[config.mk]
export PLATFORM = sky130hd
export DESIGN_NAME = forward_scoreboard
export DESIGN_NICKNAME = d
export VERILOG_FILES = /design/src/rtl/forward_scoreboard.sv
export SDC_FILE = /design/constraint.sdc
export NUM_CORES = 1
export LEC_CHECK = 0
export ABC_AREA = 1
export CORE_MARGIN = 2
export CORE_UTILIZATION = 55
export CTS_CLUSTER_DIAMETER = 80
export DETAILED_ROUTE_END_ITERATION = 8
export PLACE_DENSITY = 0.86
export SYNTH_ARGS = -nofsm -noshare
export SYNTH_HDL_FRONTEND = slang
export SYNTH_SLANG_ARGS = --single-unit
[constraint.sdc]
create_clock -name clk -period 2.8 [get_ports clk]
set_input_delay 0.28 -clock clk [delete_from_list [all_inputs] [get_ports clk]]
set_output_delay 0.28 -clock clk [all_outputs]
set_load 0.02 [all_outputs]
[src/rtl/forward_scoreboard.sv]
// rtl/forward_scoreboard.sv - forwarding select and load-use hazard unit with in-flight writer tracker
module forward_scoreboard #(
  parameter  int REG_W    = 4,
  parameter  int STAGES   = 3,
  parameter  int LOAD_LAT = 1,
  parameter  int CNT_W    = 16,
  localparam int SEL_W    = $clog2(STAGES + 1)
) (
  input  logic             clk,
  input  logic             rst,
  input  logic             freeze,
  input  logic             flush,
  input  logic             fwd_en,
  input  logic             id_valid,
  input  logic [REG_W-1:0] id_src1,
  input  logic [REG_W-1:0] id_src2,
  input  logic             id_src1_used,
  input  logic             id_src2_used,
  input  logic             id_wb_en,
  input  logic             id_mem_read,
  input  logic [REG_W-1:0] id_dst,
  output logic [SEL_W-1:0] sel_src1,
  output logic [SEL_W-1:0] sel_src2,
  output logic             hazard_stall,
  output logic [CNT_W-1:0] stall_count
);

  // Tracker: entry 0 is the writer one stage ahead of the consumer.
  logic [STAGES-1:0]            v_q, v_d;
  logic [STAGES-1:0]            ld_q, ld_d;
  logic [STAGES-1:0][REG_W-1:0] dst_q, dst_d;
  logic [CNT_W-1:0]             stall_cnt_q, stall_cnt_d;

  // Youngest-writer search results per source.
  logic             hit1, hit2;
  logic             ldh1, ldh2;
  logic [SEL_W-1:0] bsel1, bsel2;
  logic             match1, match2;
  logic             stall_raw;
  logic             blocked;

  // Scan from oldest to youngest so the lowest matching entry wins.
  always_comb begin
    hit1  = 1'b0;
    hit2  = 1'b0;
    ldh1  = 1'b0;
    ldh2  = 1'b0;
    bsel1 = '0;
    bsel2 = '0;
    for (int k = STAGES - 1; k >= 0; k--) begin
      if (v_q[k] && (dst_q[k] == id_src1)) begin
        hit1  = 1'b1;
        ldh1  = ld_q[k] && (k < LOAD_LAT);
        bsel1 = SEL_W'(k + 1);
      end
      if (v_q[k] && (dst_q[k] == id_src2)) begin
        hit2  = 1'b1;
        ldh2  = ld_q[k] && (k < LOAD_LAT);
        bsel2 = SEL_W'(k + 1);
      end
    end
  end

  // Resolve selects and stall; a frozen or squashed consumer asserts nothing.
  always_comb begin
    match1       = id_valid && id_src1_used && hit1;
    match2       = id_valid && id_src2_used && hit2;
    blocked      = freeze || flush;
    stall_raw    = 1'b0;
    sel_src1     = '0;
    sel_src2     = '0;
    if (fwd_en) begin
      // A load result that is too close cannot be bypassed yet.
      stall_raw = (match1 && ldh1) || (match2 && ldh2);
      if (!blocked && match1 && !ldh1) sel_src1 = bsel1;
      if (!blocked && match2 && !ldh2) sel_src2 = bsel2;
    end else begin
      // Without bypass paths, any pending writer must retire first.
      stall_raw = match1 || match2;
    end
    hazard_stall = stall_raw && !blocked;
  end

  // Next tracker contents: hold on freeze, otherwise shift in the consumer or a bubble.
  always_comb begin
    v_d   = v_q;
    ld_d  = ld_q;
    dst_d = dst_q;
    if (!freeze) begin
      if (flush || hazard_stall || !id_valid) begin
        v_d   = {v_q[STAGES-2:0], 1'b0};
        ld_d  = {ld_q[STAGES-2:0], 1'b0};
        dst_d = {dst_q[STAGES-2:0], {REG_W{1'b0}}};
      end else begin
        v_d   = {v_q[STAGES-2:0], id_wb_en};
        ld_d  = {ld_q[STAGES-2:0], id_mem_read};
        dst_d = {dst_q[STAGES-2:0], id_dst};
      end
    end
  end

  // Saturating count of cycles spent stalling.
  always_comb begin
    stall_cnt_d = stall_cnt_q;
    if (!freeze && hazard_stall && (stall_cnt_q != {CNT_W{1'b1}})) begin
      stall_cnt_d = stall_cnt_q + CNT_W'(1);
    end
  end

  // State registers with synchronous reset.
  always_ff @(posedge clk) begin
    if (rst) begin
      v_q         <= '0;
      ld_q        <= '0;
      dst_q       <= '0;
      stall_cnt_q <= '0;
    end else begin
      v_q         <= v_d;
      ld_q        <= ld_d;
      dst_q       <= dst_d;
      stall_cnt_q <= stall_cnt_d;
    end
  end

  assign stall_count = stall_cnt_q;

endmodule

==> results.py, run 1 <==
metrics = {
    "sta": {
        "report.final.slew_viol_count": 0,
        "worst_slack_ps": 187,
        "relSlewSlack": 0.752,
        "rsz0062_at_grt": "no",
        "fmaxAchievable_ghz": 0.383,
        "hold_violations": 0,
        "tightestPinTransition_ps": 362,
        "whs_ps": 506,
        "fin_skew_ps": 9.14,
        "setup_viol": 0,
        "tns_ps": 0,
        "final.min_clock_period_ps": 2610,
        "min_period_over_period": 0.933,
    },
    "placement": {
        "dp_slack_ps": 208,
        "dp_cells": 402,
        "hpwlAfterDp_um": 3790,
        "io_buffers": 42,
        "place.gp.congestion": 0.935,
    },
    "pwr": {
        "power_density_nw_per_um2": 357,
        "p_total_mw": 0.955,
        "vdd_drop_max_v": 0.000296,
        "leakage_nw": 1.05,
    },
    "synth": {
        "ys_types": 31,
        "yosys.area_share.simple": 0.416,
        "synth_compound_area_frac": 0.121,
        "syn-num-nets": 340,
        "synth_warnings": 0,
        "synthCells": 317,
        "synth_top_family_by_area": "simple AND/OR/NAND/NOR gates",
        "avgSynthCellArea_um2": 6.76,
        "yosysSeqAreaShare": 0.299,
        "synth_mux_area_frac": 0,
        "synthAdderAreaFrac": 0.00584,
        "syn-cell-area_um2": 2140,
        "synth_xor_area_frac": 0.0736,
        "synth-seq-cells": 32,
    },
    "finish": {
        "nNetsFinal": 384,
        "drive_above_1_share": 0.146,
        "layoutNonFillerInstCount": 410,
        "final_common_cell": "nand2_1",
        "seq_area_um2": 641,
        "area_growth_pct": 24.7,
        "nFillCells": 317,
        "final_cell_mix": "nand2_1 (88), clkdlybuf4s50_1 (42), nor2_1 (35)",
        "num_antenna_cells": 0,
        "multi_input_area_um2": 1320,
    },
    "critical_path": {
        "critical_path.startpoint": "id_src1[0]",
        "cpPeakStageDelay_ps": 690,
        "path_cells": "clkdlybuf4s50_1 -> inv_2 -> nand2_1 -> nand2_1 -> nor2_1 -> nand3_1 -> a2111oi_0 -> clkdlybuf4s50_1",
        "cp_max_fo": 4,
        "path_class": "input port to output port",
        "critPathLaunchType": "input port",
        "cp.required_ps": 2520,
        "cp_slowest_cell": "clkdlybuf4s50_1",
        "worstPathArrival_ps": 2330,
        "cp-end-kind": "output port",
        "reg2reg_from": "stall_count[0]",
    },
    "clock_tree": {
        "h-tree-depth": 2,
        "ctsResizeCount": 0,
        "clk_path_buf_depth": 2,
        "cts_made_buffers": 5,
        "root_buffer": "clkbuf_8",
        "clock_latency_ps": 290,
        "cts.clk_slew.worst_paths_ps": 70,
        "postCtsHoldBufs": 0,
        "postCtsSetupBuffers": 0,
        "cts_tree": "yes",
        "clkSinkCount": 32,
    },
    "detailed_routing": {
        "remaining_drc_errors": 0,
        "wire_per_inst_um": 12.7,
        "wl_met1_um": 2460,
        "vias_per_cell": 5.31,
        "drt_pass1_iterations": 4,
        "highest_layer": "met4",
        "drt-initial-drc-count": 143,
        "met2_length_um": 2360,
        "routed_wl_um": 5220,
        "ant_nets": 0,
        "wl_met3_um": 321,
        "vias": 2178,
    },
    "min_path": {
        "hp-class": "flop to flop",
        "worstHoldStart": "ld_q[0]",
    },
    "global_routing": {
        "grt_pass1_vias": 1988,
        "grt_max_degree": 24,
        "antenna_found_initial": 0,
        "grtUsageTotal": 0.264,
        "grt_pass1_wl_um": 8930,
        "overflow": 0,
    },
    "floorplanning": {
        "die_w_um": 66.4,
        "core-area_um2": 3720,
        "die-area_um2": 4410,
        "start_util": 0.577,
        "die_y_um": 66.4,
        "io_pins": 43,
        "placement_rows": 22,
    },
    "job": {
        "max_cap_violations": 0,
    },
    "outcome": {
        "status": "completed",
    },
}
==> report_power, final <==
group / internal (mW) / switching [mW] / total, mW
logic: 0.0568 / 0.0703 / 0.127
registers: 0.465 / 0.0103 / 0.476
clock network: 0.173 / 0.180 / 0.352
==> worst paths after layout <==
check	endpoint	slack (ps)	cells past startpoint
worst min-delay path	ld_q[0]	510	2
worst max-delay path	sel_src1[1]	190	8
worst min register to register	ld_q[0]	510	2
worst max register to register	stall_count[6]	690	7
==> Yosys cell counts <==
| cell | number | area (um^2) |
|---|---|---|
| nand3_4 | 1 | 17.5 |
| nand2_2 | 3 | 18.8 |
| nor3b_2 | 1 | 12.5 |
| ha_1 | 1 | 12.5 |
| a21oi_1 | 22 | 110 |
| inv_1 | 22 | 82.6 |
| xor2_1 | 8 | 70.1 |
| o21ai_0 | 10 | 50.1 |
| a2111oi_0 | 1 | 8.76 |
| nand4_2 | 1 | 12.5 |
| nor2_2 | 5 | 31.3 |
| o21ai_1 | 1 | 5.00 |
| xnor2_1 | 10 | 87.6 |
| nand3_1 | 21 | 105 |
| buf_12 | 1 | 20.0 |
| clkbuf_1 | 5 | 18.8 |
| nor3_1 | 4 | 20.0 |
| a21oi_2 | 7 | 61.3 |
| dfxtp_1 | 32 | 641 |
| nor2_4 | 2 | 22.5 |
| nor2_1 | 35 | 131 |
| buf_6 | 2 | 22.5 |
| o21ai_2 | 1 | 8.76 |
| nor3_4 | 1 | 16.3 |
| nand3_2 | 11 | 110 |
| a211oi_1 | 2 | 15.0 |
| inv_2 | 8 | 30.0 |
| nand3b_1 | 1 | 7.51 |
| buf_4 | 1 | 7.51 |
| nand2_1 | 88 | 330 |
| nand4_1 | 9 | 56.3 |
==> flip-flops by register name (all words and copies together) (netlist names) <==
name         cells
stall_count     16
dst_q           12
v_q              3
ld_q             1
==> worst max-delay path: cells and delay by family <==
kind	cells	cell delay [ps]
AND/OR/NAND/NOR	4	330
AO/OA/AOI/OAI	1	420
buffers and inverters	3	1300
==> logic make-up (layout without fill, tap and decap cells) <==
group | Yosys count | after routing
buffers and inverters | 39 | 84
adders and majority gates | 1 | 1
DFF | 32 | 32
and+or+nand+nor | 183 | 183
xor gates and xnor gates | 18 | 18
AOI/OAI and AO/OA | 44 | 44
==> per-stage QoR <==
| stage | utilization | cell area (um^2) |
|---|---|---|
| after CTS | 0.719 | 2670 |
| final | 0.719 | 2670 |
| after floorplan | - | 2140 |
| after detailed placement | 0.696 | 2580 |
| after global placement | 0.696 | 2580 |
| after global routing | 0.719 | 2670 |
==> layer usage <==
layer	global-route usage	vias to the layer above
li1	-	1119
met4	0.107	0
met2	0.403	75
met3	0.0477	7
met5	0	-
met1	0.366	977
==> area by class of cell <==
class                      count  area share
multi-input combinational    246       0.494
sequential                    32       0.240
timing repair buffer          46       0.169
inverter                      30      0.0421
clock buffer                   5      0.0257
tap                           48      0.0225
clock inverter                 3     0.00702
(Power assumes the default switching activity.)
==> run 2, diff against run 1 <==
- MAX_ROUTING_LAYER: default -> met4
==> results.py, run 2 (synthesis results as in run 1) <==
metrics = {
    "sta": {
        "final.min_clock_period_ps": 2620,
        "rsz0062_at_grt": "no",
        "tns_ps": 0,
        "report.final.slew_viol_count": 0,
        "setup_viol": 0,
        "hold_violations": 0,
        "fin_skew_ps": 4.43,
        "tightestPinTransition_ps": 348,
        "whs_ps": 505,
        "fmaxAchievable_ghz": 0.382,
        "min_period_over_period": 0.935,
        "relSlewSlack": 0.768,
    },
    "placement": {
        "dp_cells": 402,
        "place.gp.congestion": 0.923,
        "place_area_um2": 2580,
        "hpwlAfterDp_um": 3820,
        "io_buffers": 42,
    },
    "detailed_routing": {
        "remaining_drc_errors": 0,
        "wire_per_inst_um": 13.0,
        "drt-initial-drc-count": 195,
        "vias": 2222,
        "drt_pass1_iterations": 5,
        "vias_per_cell": 5.42,
        "ant_nets": 0,
        "routed_wl_um": 5340,
    },
    "clock_tree": {
        "clk_path_buf_depth": 2,
        "root_buffer": "clkbuf_8",
        "postCtsHoldBufs": 0,
        "clkSinkCount": 32,
        "cts.clk_slew.worst_paths_ps": 70,
        "cts_tree": "yes",
        "cts_made_buffers": 5,
        "ctsResizeCount": 0,
        "postCtsSetupBuffers": 0,
        "h-tree-depth": 2,
        "clock_latency_ps": 280,
    },
    "finish": {
        "nFillCells": 315,
        "final_common_cell": "nand2_1",
        "num_antenna_cells": 0,
        "area_growth_pct": 26.9,
        "fin_area_um2": 2720,
        "layoutNonFillerInstCount": 410,
        "largest_register_ffs": 16,
        "drive_above_1_share": 0.149,
        "final_cell_mix": "nand2_1 (88), clkdlybuf4s50_1 (41), nor2_1 (35)",
        "nNetsFinal": 384,
        "final_core_util": 0.732,
    },
    "critical_path": {
        "cp-end-kind": "output port",
        "critPathLaunchType": "input port",
        "path_class": "input port to output port",
        "cp.required_ps": 2520,
        "cp_max_fo": 7,
        "worstPathArrival_ps": 2340,
    },
    "global_routing": {
        "grt_pass1_vias": 1951,
        "grt-busiest-layer": "met2",
        "grt_max_degree": 24,
        "grt_util_met2": 0.415,
        "overflow": 0,
        "grtUsageTotal": 0.270,
        "antenna_found_initial": 0,
        "grt_pass1_wl_um": 8880,
        "grtUsageMet1": 0.361,
        "use_met3": 0.0596,
    },
    "floorplanning": {
        "die_y_um": 66.4,
        "placement_rows": 22,
        "core-area_um2": 3720,
        "start_util": 0.577,
        "die-area_um2": 4410,
        "io_pins": 43,
        "die_w_um": 66.4,
    },
    "min_path": {
        "hp-class": "flop to flop",
    },
    "pwr": {
        "leakage_nw": 1.08,
        "vdd_drop_max_v": 0.000285,
        "power_density_nw_per_um2": 402,
    },
    "outcome": {
        "status": "completed",
    },
    "job": {
        "max_cap_violations": 0,
    },
}
[run 2: cell types whose count changed in the layout (fill, tap and decap cells not counted), sizes merged]
cell and change:
clkinv -3, clkbuf +2, bufinv +1, clkdlybuf4s50 -1, dlymetal6s2s +1
[run 2: critical path: stages]
cell	delay [ps]
clkdlybuf4s50_1	520
inv_2	70
nand2_1	60
nand2_1	60
nor2_1	220
nand3_1	140
nand3_2	130
nand3_4	120
o21ai_2	110
clkdlybuf4s50_1	630
[run 2: cell type report]
class	instances	area, um^2	share of cell area
clock buffer	7	96.3	0.0354
clock inverter	1	30.0	0.0110
inverter	30	113	0.0414
multi-input combinational	246	1330	0.488
sequential	32	641	0.236
tap	48	60.1	0.0221
timing repair buffer	46	453	0.167
[run 2: through the flow]
| stage | setup WS, ps | power [mW] |
|---|---|---|
| after floorplan | 713 | 0.555 |
| after global placement | 105 | 0.609 |
| after detailed placement | 80.6 | 0.611 |
| after CTS | 15.2 | 1.10 |
| after global routing | 27.6 | 1.14 |
| final | 183 | 1.09 |
[run 2: worst paths after layout]
| check | endpoint | cells past startpoint | slack (ps) | startpoint |
|---|---|---|---|---|
| worst max-delay path | hazard_stall | 10 | 180 | id_src2[0] |
| worst min-delay path | ld_q[0] | 2 | 500 | ld_q[0] |
| worst max register to register | stall_count[11] | 12 | 640 | dst_q[5] |
| worst min register to register | ld_q[0] | 2 | 500 | ld_q[0] |
[run 2: routing by layer]
layer,share of wire,up-vias
li1,-,1114
met1,0.47,1007
met2,0.46,93
met3,0.062,8
met4,0.012,0
met5,0,-
[run 2: report_power, final]
group / internal [mW] / leakage (nW) / switching, mW
sequential: 0.465 / 0.260 / 0.0108
combinational: 0.0568 / 0.758 / 0.0721
clock: 0.314 / 0.0645 / 0.176
==> RTL edit, RTL diff (flow settings as in run 1) <==
Make the reset (`rst`) asynchronous in one clocked block. Comments in the files are not updated.
--- a/src/rtl/forward_scoreboard.sv
+++ b/src/rtl/forward_scoreboard.sv
@@ -108,7 +108,7 @@
   end
 
   // State registers with synchronous reset.
-  always_ff @(posedge clk) begin
+  always_ff @(posedge clk or posedge rst) begin
     if (rst) begin
       v_q         <= '0;
       ld_q        <= '0;
Formal check against the unedited RTL: differs if rst is asserted again (counterexample within 4 cycles, from zero or initial values and one cycle with rst high); with rst held inactive, the same outputs for 10 cycles.
==> RTL edit against run 1 <==
- setup slack improved by 0.0060 ns
- total power increased by 22%
- worst hold slack lost 0.14 ns
- wire length decreased by 1.1%
- area after synthesis is 0.88% lower
- sequential cell count is the same
- synthesized cell count down 5.7%
- utilization grew 1.5 points
- design area is 1.4% higher
- critical endpoint is now hazard_stall
- highest routed layer unchanged
==> RTL edit: results <==
set metrics [dict create \
    finalCoreUtilization 0.734 \
    hold_class "in2async" \
    placed_area_sq_um 2570 \
    place_inst 385 \
    pwr-share-clk 0.416 \
    fillerInstances 313 \
    ys_top_cells_by_area "dfrtp_1, nand2_1, nand3_1" \
    p_leak_nw 1.39 \
    seqPwrFrac 0.440 \
    detailed_place_hpwl_um 3830 \
    crit_fanout 7 \
    grt_pass1_vias 1955 \
    cp-startpoint "id_src2[1]" \
    synth_area_per_cell_sq_um 7.11 \
    place_congestion 0.932 \
    status "finished, final reports clean" \
    final_nets 367 \
    grt_pass1_wl_um 8760 \
    async_flop_share 1.00 \
    reg2reg_depth 9 \
    crit_end "hazard_stall" \
    r2r-start "stall_count[0]$_DFFE_PP0P_" \
    grt_util_met1 0.346 \
    use_met2 0.440 \
    ir_drop_mv 0.361 \
    cpPeakStageDelay_ns 0.63 \
    synth_cell_types 27 \
    whs_ns 0.370 \
    timing.rr.end "stall_count[9]$_DFFE_PP0P_" \
]
RTL edit: cell count changes after synthesis, moves of 3 or more:
| cell | before | now |
|---|---|---|
| dfxtp_1 | 32 | 0 |
| nand4_1 | 9 | 12 |
| nand2_1 | 88 | 111 |
| nand3_1 | 21 | 34 |
| nor2_1 | 35 | 22 |
| xnor2_1 | 10 | 14 |
| dfrtp_1 | 0 | 32 |
| a21oi_2 | 7 | 0 |
| a21oi_1 | 22 | 2 |
| nand3_2 | 11 | 2 |
RTL edit: cells by family (layout without fill, tap and decap cells):
logic type                 Yosys count  after routing  share of synthesized area
DFF                                 32             32                      0.377
adders and majority gates            1              1                    0.00589
AOI/OAI and AO/OA                   17             17                     0.0501
muxes                                1              1                    0.00530
buffers and inverters               34             80                     0.0724
and+or+nand+nor                    194            194                      0.407
xor gates and xnor gates            20             20                     0.0825
RTL edit: area by class of cell:
type | instances | area share
Clock inverter | 1 | 0.0111
Inverter | 27 | 0.0374
Timing Repair Buffer | 45 | 0.166
Tap cell | 48 | 0.0222
Sequential cell | 32 | 0.296
Clock buffer | 7 | 0.0356
Multi-Input combinational cell | 233 | 0.432
RTL edit: layer usage:
layer  vias to the layer above  wire length [um]
met4                         0               123
li1                       1044                 -
met5                         -                 0
met1                       955              2260
met3                        11               287
met2                        59              2490
RTL edit: critical path: cells and delay by family:
family / cells / cell delay, ns
buf+inv: 3 / 1.26
compound gates: 1 / 0.10
simple gates: 6 / 0.69
